`src/rtl/seven_seg_pkg.sv`:
```
// Shared constants for the seven-segment scan driver.
// Segment codes are active-low {g,f,e,d,c,b,a} for a common-anode display.
package seven_seg_pkg;

  localparam logic [6:0] SEG_0 = 7'h40;
  localparam logic [6:0] SEG_1 = 7'h79;
  localparam logic [6:0] SEG_2 = 7'h24;
  localparam logic [6:0] SEG_3 = 7'h30;
  localparam logic [6:0] SEG_4 = 7'h19;
  localparam logic [6:0] SEG_5 = 7'h12;
  localparam logic [6:0] SEG_6 = 7'h02;
  localparam logic [6:0] SEG_7 = 7'h78;
  localparam logic [6:0] SEG_8 = 7'h00;
  localparam logic [6:0] SEG_9 = 7'h10;
  localparam logic [6:0] SEG_A = 7'h08;
  localparam logic [6:0] SEG_B = 7'h03;
  localparam logic [6:0] SEG_C = 7'h46;
  localparam logic [6:0] SEG_D = 7'h21;
  localparam logic [6:0] SEG_E = 7'h06;
  localparam logic [6:0] SEG_F = 7'h0E;

  localparam logic [6:0] SEG_BLANK = 7'h7F;

  // All digit enables inactive; slice [NUM_DIGITS-1:0] at the use site.
  localparam int MAX_DIGITS = 32;
  localparam logic [MAX_DIGITS-1:0] DIGIT_OFF = '1;

endpackage

```
`src/rtl/seven_seg_decoder.sv`:
```
// Hex nibble to active-low seven-segment pattern.
module seven_seg_decoder
  import seven_seg_pkg::*;
(
  input  logic [3:0] nibble,
  output logic [6:0] segments
);

  // Pure lookup of the hex glyph.
  always_comb begin
    case (nibble)
      4'h0: segments = SEG_0;
      4'h1: segments = SEG_1;
      4'h2: segments = SEG_2;
      4'h3: segments = SEG_3;
      4'h4: segments = SEG_4;
      4'h5: segments = SEG_5;
      4'h6: segments = SEG_6;
      4'h7: segments = SEG_7;
      4'h8: segments = SEG_8;
      4'h9: segments = SEG_9;
      4'hA: segments = SEG_A;
      4'hB: segments = SEG_B;
      4'hC: segments = SEG_C;
      4'hD: segments = SEG_D;
      4'hE: segments = SEG_E;
      default: segments = SEG_F;
    endcase
  end

endmodule

```
`src/rtl/seven_seg_scan_driver.sv`:
```
// Time-multiplexed common-anode seven-segment driver with tear-free updates.
// New values are held in a shadow register and promoted to the display
// register only at a frame wrap, so a frame never mixes old and new digits.
// Optional build macro SEVEN_SEG_LZ_BLANK_EN enables leading-zero blanking.
module seven_seg_scan_driver
  import seven_seg_pkg::*;
#(
  parameter int NUM_DIGITS   = 4,
  parameter int PRESCALE     = 50000,
  parameter int BLANK_CYCLES = 500
) (
  input  logic                    clock,
  input  logic                    reset,
  input  logic [4*NUM_DIGITS-1:0] value_in,
  input  logic [NUM_DIGITS-1:0]   dp_in,
  input  logic                    load,
  output logic                    pending,
  output logic                    frame_done,
  output logic [NUM_DIGITS-1:0]   digit,
  output logic [6:0]              segments,
  output logic                    dp
);

  localparam int CNT_W  = $clog2(PRESCALE);
  localparam int SLOT_W = (NUM_DIGITS > 1) ? $clog2(NUM_DIGITS) : 1;

  logic [CNT_W-1:0]        cnt;
  logic [SLOT_W-1:0]       slot;
  logic [4*NUM_DIGITS-1:0] shadow_value;
  logic [NUM_DIGITS-1:0]   shadow_dp;
  logic [4*NUM_DIGITS-1:0] display_value;
  logic [NUM_DIGITS-1:0]   display_dp;

  logic                    tick;
  logic                    wrap;
  logic                    in_blank;
  logic [3:0]              sel_nibble;
  logic                    sel_dp;
  logic                    sel_lz;
  logic [NUM_DIGITS-1:0]   sel_digit;
  logic [NUM_DIGITS-1:0]   lz_blank;
  logic [6:0]              dec_segments;

  assign tick     = (cnt == CNT_W'(PRESCALE - 1));
  assign wrap     = tick && (slot == SLOT_W'(NUM_DIGITS - 1));
  assign in_blank = (cnt < CNT_W'(BLANK_CYCLES));

  // Prescaler and slot rotation.
  always_ff @(posedge clock) begin
    if (reset) begin
      cnt  <= '0;
      slot <= '0;
    end else if (tick) begin
      cnt  <= '0;
      slot <= wrap ? '0 : slot + 1'b1;
    end else begin
      cnt <= cnt + 1'b1;
    end
  end

  // Shadow/display handshake; a load coinciding with a wrap bypasses the shadow.
  always_ff @(posedge clock) begin
    if (reset) begin
      shadow_value  <= '0;
      shadow_dp     <= '0;
      display_value <= '0;
      display_dp    <= '0;
      pending       <= 1'b0;
      frame_done    <= 1'b0;
    end else begin
      frame_done <= wrap && (pending || load);
      if (wrap && load) begin
        shadow_value  <= value_in;
        shadow_dp     <= dp_in;
        display_value <= value_in;
        display_dp    <= dp_in;
        pending       <= 1'b0;
      end else if (wrap && pending) begin
        display_value <= shadow_value;
        display_dp    <= shadow_dp;
        pending       <= 1'b0;
      end else if (load) begin
        shadow_value <= value_in;
        shadow_dp    <= dp_in;
        pending      <= 1'b1;
      end
    end
  end

`ifdef SEVEN_SEG_LZ_BLANK_EN
  // A slot is a leading zero when it and every higher slot hold 0; slot 0 always shows.
  always_comb begin
    logic zero_above;
    lz_blank   = '0;
    zero_above = 1'b1;
    for (int k = NUM_DIGITS - 1; k >= 1; k--) begin
      zero_above  = zero_above && (display_value[4*k +: 4] == 4'h0);
      lz_blank[k] = zero_above;
    end
  end
`else
  assign lz_blank = '0;
`endif

  // Select the active slot's nibble, dp, blanking flag and enable pattern.
  always_comb begin
    sel_nibble = 4'h0;
    sel_dp     = 1'b0;
    sel_lz     = 1'b0;
    for (int i = 0; i < NUM_DIGITS; i++) begin
      sel_digit[i] = (slot != SLOT_W'(i));
      if (slot == SLOT_W'(i)) begin
        sel_nibble = display_value[4*i +: 4];
        sel_dp     = display_dp[i];
        sel_lz     = lz_blank[i];
      end
    end
  end

  seven_seg_decoder u_decoder (
    .nibble   (sel_nibble),
    .segments (dec_segments)
  );

  // Registered pin drivers; digit, segments and dp always update together.
  always_ff @(posedge clock) begin
    if (reset) begin
      digit    <= DIGIT_OFF[NUM_DIGITS-1:0];
      segments <= SEG_BLANK;
      dp       <= 1'b1;
    end else if (in_blank) begin
      digit    <= DIGIT_OFF[NUM_DIGITS-1:0];
      segments <= SEG_BLANK;
      dp       <= 1'b1;
    end else begin
      digit    <= sel_digit;
      segments <= sel_lz ? SEG_BLANK : dec_segments;
      dp       <= ~sel_dp;
    end
  end

endmodule
```
`config.mk`:
```
export PLATFORM = sky130hd
export DESIGN_NAME = seven_seg_scan_driver
export DESIGN_NICKNAME = d
export VERILOG_FILES = /design/src/rtl/seven_seg_pkg.sv /design/src/rtl/seven_seg_decoder.sv /design/src/rtl/seven_seg_scan_driver.sv
export SDC_FILE = /design/constraint.sdc
export NUM_CORES = 1
export LEC_CHECK = 0
export ABC_AREA = 1
export BUFFER_PORTS_ARGS = -buffer_cell sky130_fd_sc_hd__buf_2
export CAP_MARGIN = 25
export CELL_PAD_IN_SITES_DETAIL_PLACEMENT = 0
export CELL_PAD_IN_SITES_GLOBAL_PLACEMENT = 1
export CORE_MARGIN = 2
export CORE_UTILIZATION = 38
export CTS_BUF_LIST = sky130_fd_sc_hd__clkbuf_16
export CTS_CLUSTER_DIAMETER = 200
export CTS_CLUSTER_SIZE = 8
export DETAILED_ROUTE_END_ITERATION = 7
export PLACE_DENSITY_LB_ADDON = 0.2
export SETUP_SLACK_MARGIN = 0.02
export SLEW_MARGIN = 20
export SYNTH_ARGS = -nofsm -noshare
export SYNTH_HDL_FRONTEND = slang
export SYNTH_SLANG_ARGS = --single-unit
```
`constraint.sdc`:
```
create_clock -name clock -period 2.3 [get_ports clock]
set_clock_uncertainty 0.15 [all_clocks]
set_input_delay 0.345 -clock clock [delete_from_list [all_inputs] [get_ports clock]]
set_output_delay 0.345 -clock clock [all_outputs]
set_load 0.02 [all_outputs]
```
==> results.py <==
metrics = {
    "clocking": {
        "cts_tree": "built",
        "insertion_delay_ns": 0.33,
        "htreeDepth": 3,
        "clockBufferDepth": 2,
        "root_buffer": "clkbuf_16",
        "clkTransAtPathRegs_ns": 0.05,
        "cts.sinks": 72,
        "hold_buffers": 0,
        "cts_inserted_buffers": 9,
    },
    "sta": {
        "fin_crit_sh_pct": 89.6,
        "drv_slew": 0,
        "finalHoldViolCount": 0,
        "tns_ns": 0,
        "rsz0062_at_grt": "false",
        "finalCriticalPeriod_ns": 2.06,
        "hold_ws_ns": 0.143,
        "max_freq_mhz": 485,
        "setup_viol": 0,
        "tightest_slew_ns": 0.443,
        "relSlewSlack_pct": 70.5,
    },
    "drt": {
        "avgRoutedWirePerCell_um": 11.5,
        "drc": 0,
        "first_pass_iters": 4,
        "drt_iter0_drc": 115,
        "ant_nets": 0,
        "vias_per_cell": 4.57,
        "routed-via-count": 2817,
        "wl_um": 7070,
    },
    "power_and_ir_drop": {
        "powerDensity_mw_per_mm2": 724,
        "irDropWorstVdd_mv": 0.398,
        "leakagePower_uw": 0.00180,
    },
    "die": {
        "initial_core_util_pct": 38.7,
        "core-area_mm2": 0.00864,
        "die_x_um": 97.7,
        "rows": 34,
        "boundaryPins": 37,
        "die_h_um": 97.7,
        "dieArea_mm2": 0.00955,
    },
    "placed_design": {
        "gp_congestion": 0.885,
        "dp_hpwl_um": 5040,
        "io_buffers": 36,
    },
    "status": {
        "status": "finished clean",
    },
    "yosys": {
        "synth.largest_area_cell": "dfxtp_1",
        "yosysUniqueCellTypes": 36,
        "netlist_instances": 461,
        "synth_area_mm2": 0.00334,
        "synthArstFlopShare_pct": 0,
        "ys.flop_type": "dfxtp_1",
        "synth_top_area_share_pct": 43.2,
        "synth_area_leaders": "dfxtp_1 43%, nand2_1 14%, inv_1 6.4%",
        "ys_seq_elements": 72,
        "avgSynthCellArea_um2": 7.24,
        "ys_seq_area_share_pct": 43.2,
        "synthesis.nets": 495,
        "synth_edf_count": 0,
        "ys_warn_count": 0,
    },
    "global_routing": {
        "antenna_found_initial": 0,
        "grt_max_degree": 37,
        "grt_pass1_vias": 2613,
        "grt_overflow_total": 0,
        "grt_pass1_wl_um": 12200,
        "grt_usage_pct": 15.8,
    },
    "final_layout": {
        "diodes": 0,
        "final_common_cell": "nand2_1",
        "nNetsFinal": 538,
        "syn_to_final_growth_pct": 19.0,
        "final.fill_count": 904,
        "drive_above_1_share_pct": 18.9,
        "final_cell_mix": "121 x nand2_1, 71 x dfxtp_1, 57 x inv_1",
    },
    "worst_hold_path": {
        "hold_path_class": "input port to flop",
    },
    "setup_path": {
        "cp_max_fo": 6,
        "worstPathRequired_ns": 2.41,
        "path_class": "flop to flop",
        "worstPathArrival_ns": 2.18,
        "startpoint_type": "flop",
        "endpoint_kind": "flop",
    },
    "job": {
        "drv_cap": 0,
    },
}
[kinds of logic (layout without fill, tap and decap cells)]
| logic type | Yosys count | count (layout) | share of synthesized area [%] |
|---|---|---|---|
| flops | 72 | 72 | 43.2 |
| fa+ha+maj | 11 | 11 | 4.12 |
| xor+xnor | 1 | 1 | 0.262 |
| compound gates | 69 | 69 | 11.8 |
| simple gates | 231 | 231 | 31.1 |
| buf+inv | 77 | 125 | 9.60 |
[final timing paths]
| path | from | to | slack, ns | depth (start not counted) |
|---|---|---|---|---|
| hold / removal | value_in[7] | shadow_value[7] | 0.14 | 3 |
| setup reg to reg | slot[1] | segments[3] | 0.24 | 13 |
| hold reg to reg | shadow_dp[0] | shadow_dp[0] | 0.30 | 2 |
| setup / recovery | slot[1] | segments[3] | 0.24 | 13 |
[worst max-delay path, stage by stage, from the launching register on]
cell and delay (ns):
dfxtp_1 0.36, inv_1 0.09, ha_2 0.19, inv_2 0.09, nand3_1 0.08, o21ai_0 0.07, nand2_1 0.06, nand2_1 0.07
o21ai_2 0.06, buf_4 0.15, ha_1 0.30, o21ai_0 0.16, nand2_1 0.06, nand3_1 0.08
[synth_stat cells, types with 2 or more instances]
library cell,number
o21ai_0,9
or2_2,12
nand2_2,2
inv_2,3
ha_1,11
nor2_4,5
a21oi_1,40
clkbuf_1,5
nand3_1,20
inv_1,57
buf_1,2
nor2_1,47
clkinv_1,2
dfxtp_1,72
nor3_1,10
nand2_1,122
nor2_2,3
buf_2,3
o21a_1,7
and2_1,4
o211ai_1,8
buf_6,3
[what timing repair did]
action,CTS,global route
resized for setup,0,7
buffers inserted,0,2
setup endpoints to repair,0,7
[flip-flops by register name (all words and copies together), names as in the netlist]
name	cells
dp	1
display_value	16
pending	1
cnt	16
shadow_value	16
shadow_dp	4
digit	4
slot	2
segments	7
frame_done	1
display_dp	4
[final cells by class]
cell class | count | area (um^2) | area share [%]
Clock buffer | 9 | 225 | 5.67
Clock inverter | 7 | 87.6 | 2.20
Inverter | 63 | 238 | 5.98
Multi-Input combinational cell | 312 | 1590 | 40.0
Sequential cell | 72 | 1440 | 36.3
Tap cell | 108 | 135 | 3.40
Timing Repair Buffer | 46 | 255 | 6.42
[report_power, final]
part	switching [uW]	internal, uW
registers	8.66	1280
clock network	525	939
logic	76.5	52.4
total	610	2270
[metal layers]
| layer | up-vias | global-route usage [%] | wire [um] |
|---|---|---|---|
| met4 | 0 | 6.94 | 142 |
| met2 | 44 | 25.4 | 3110 |
| li1 | 1531 | - | - |
| met1 | 1230 | 20.3 | 3550 |
| met5 | - | 0 | 0 |
| met3 | 12 | 3.81 | 263 |
[per-stage QoR]
stage	total power [uW]	util (%)	std cells	setup slack, ns	cell area, um^2
2_1_floorplan	1400	-	461	0.128	3340
3_3_place_gp	1440	42.0	599	0.205	3630
3_5_place_dp	1440	42.0	599	0.139	3630
4_1_cts	2930	45.7	615	0.129	3940
5_1_grt	2990	46.0	617	0.0268	3970
6_report	2880	46.0	617	0.239	3970
Note: power is estimated with default switching activity, not from simulation.
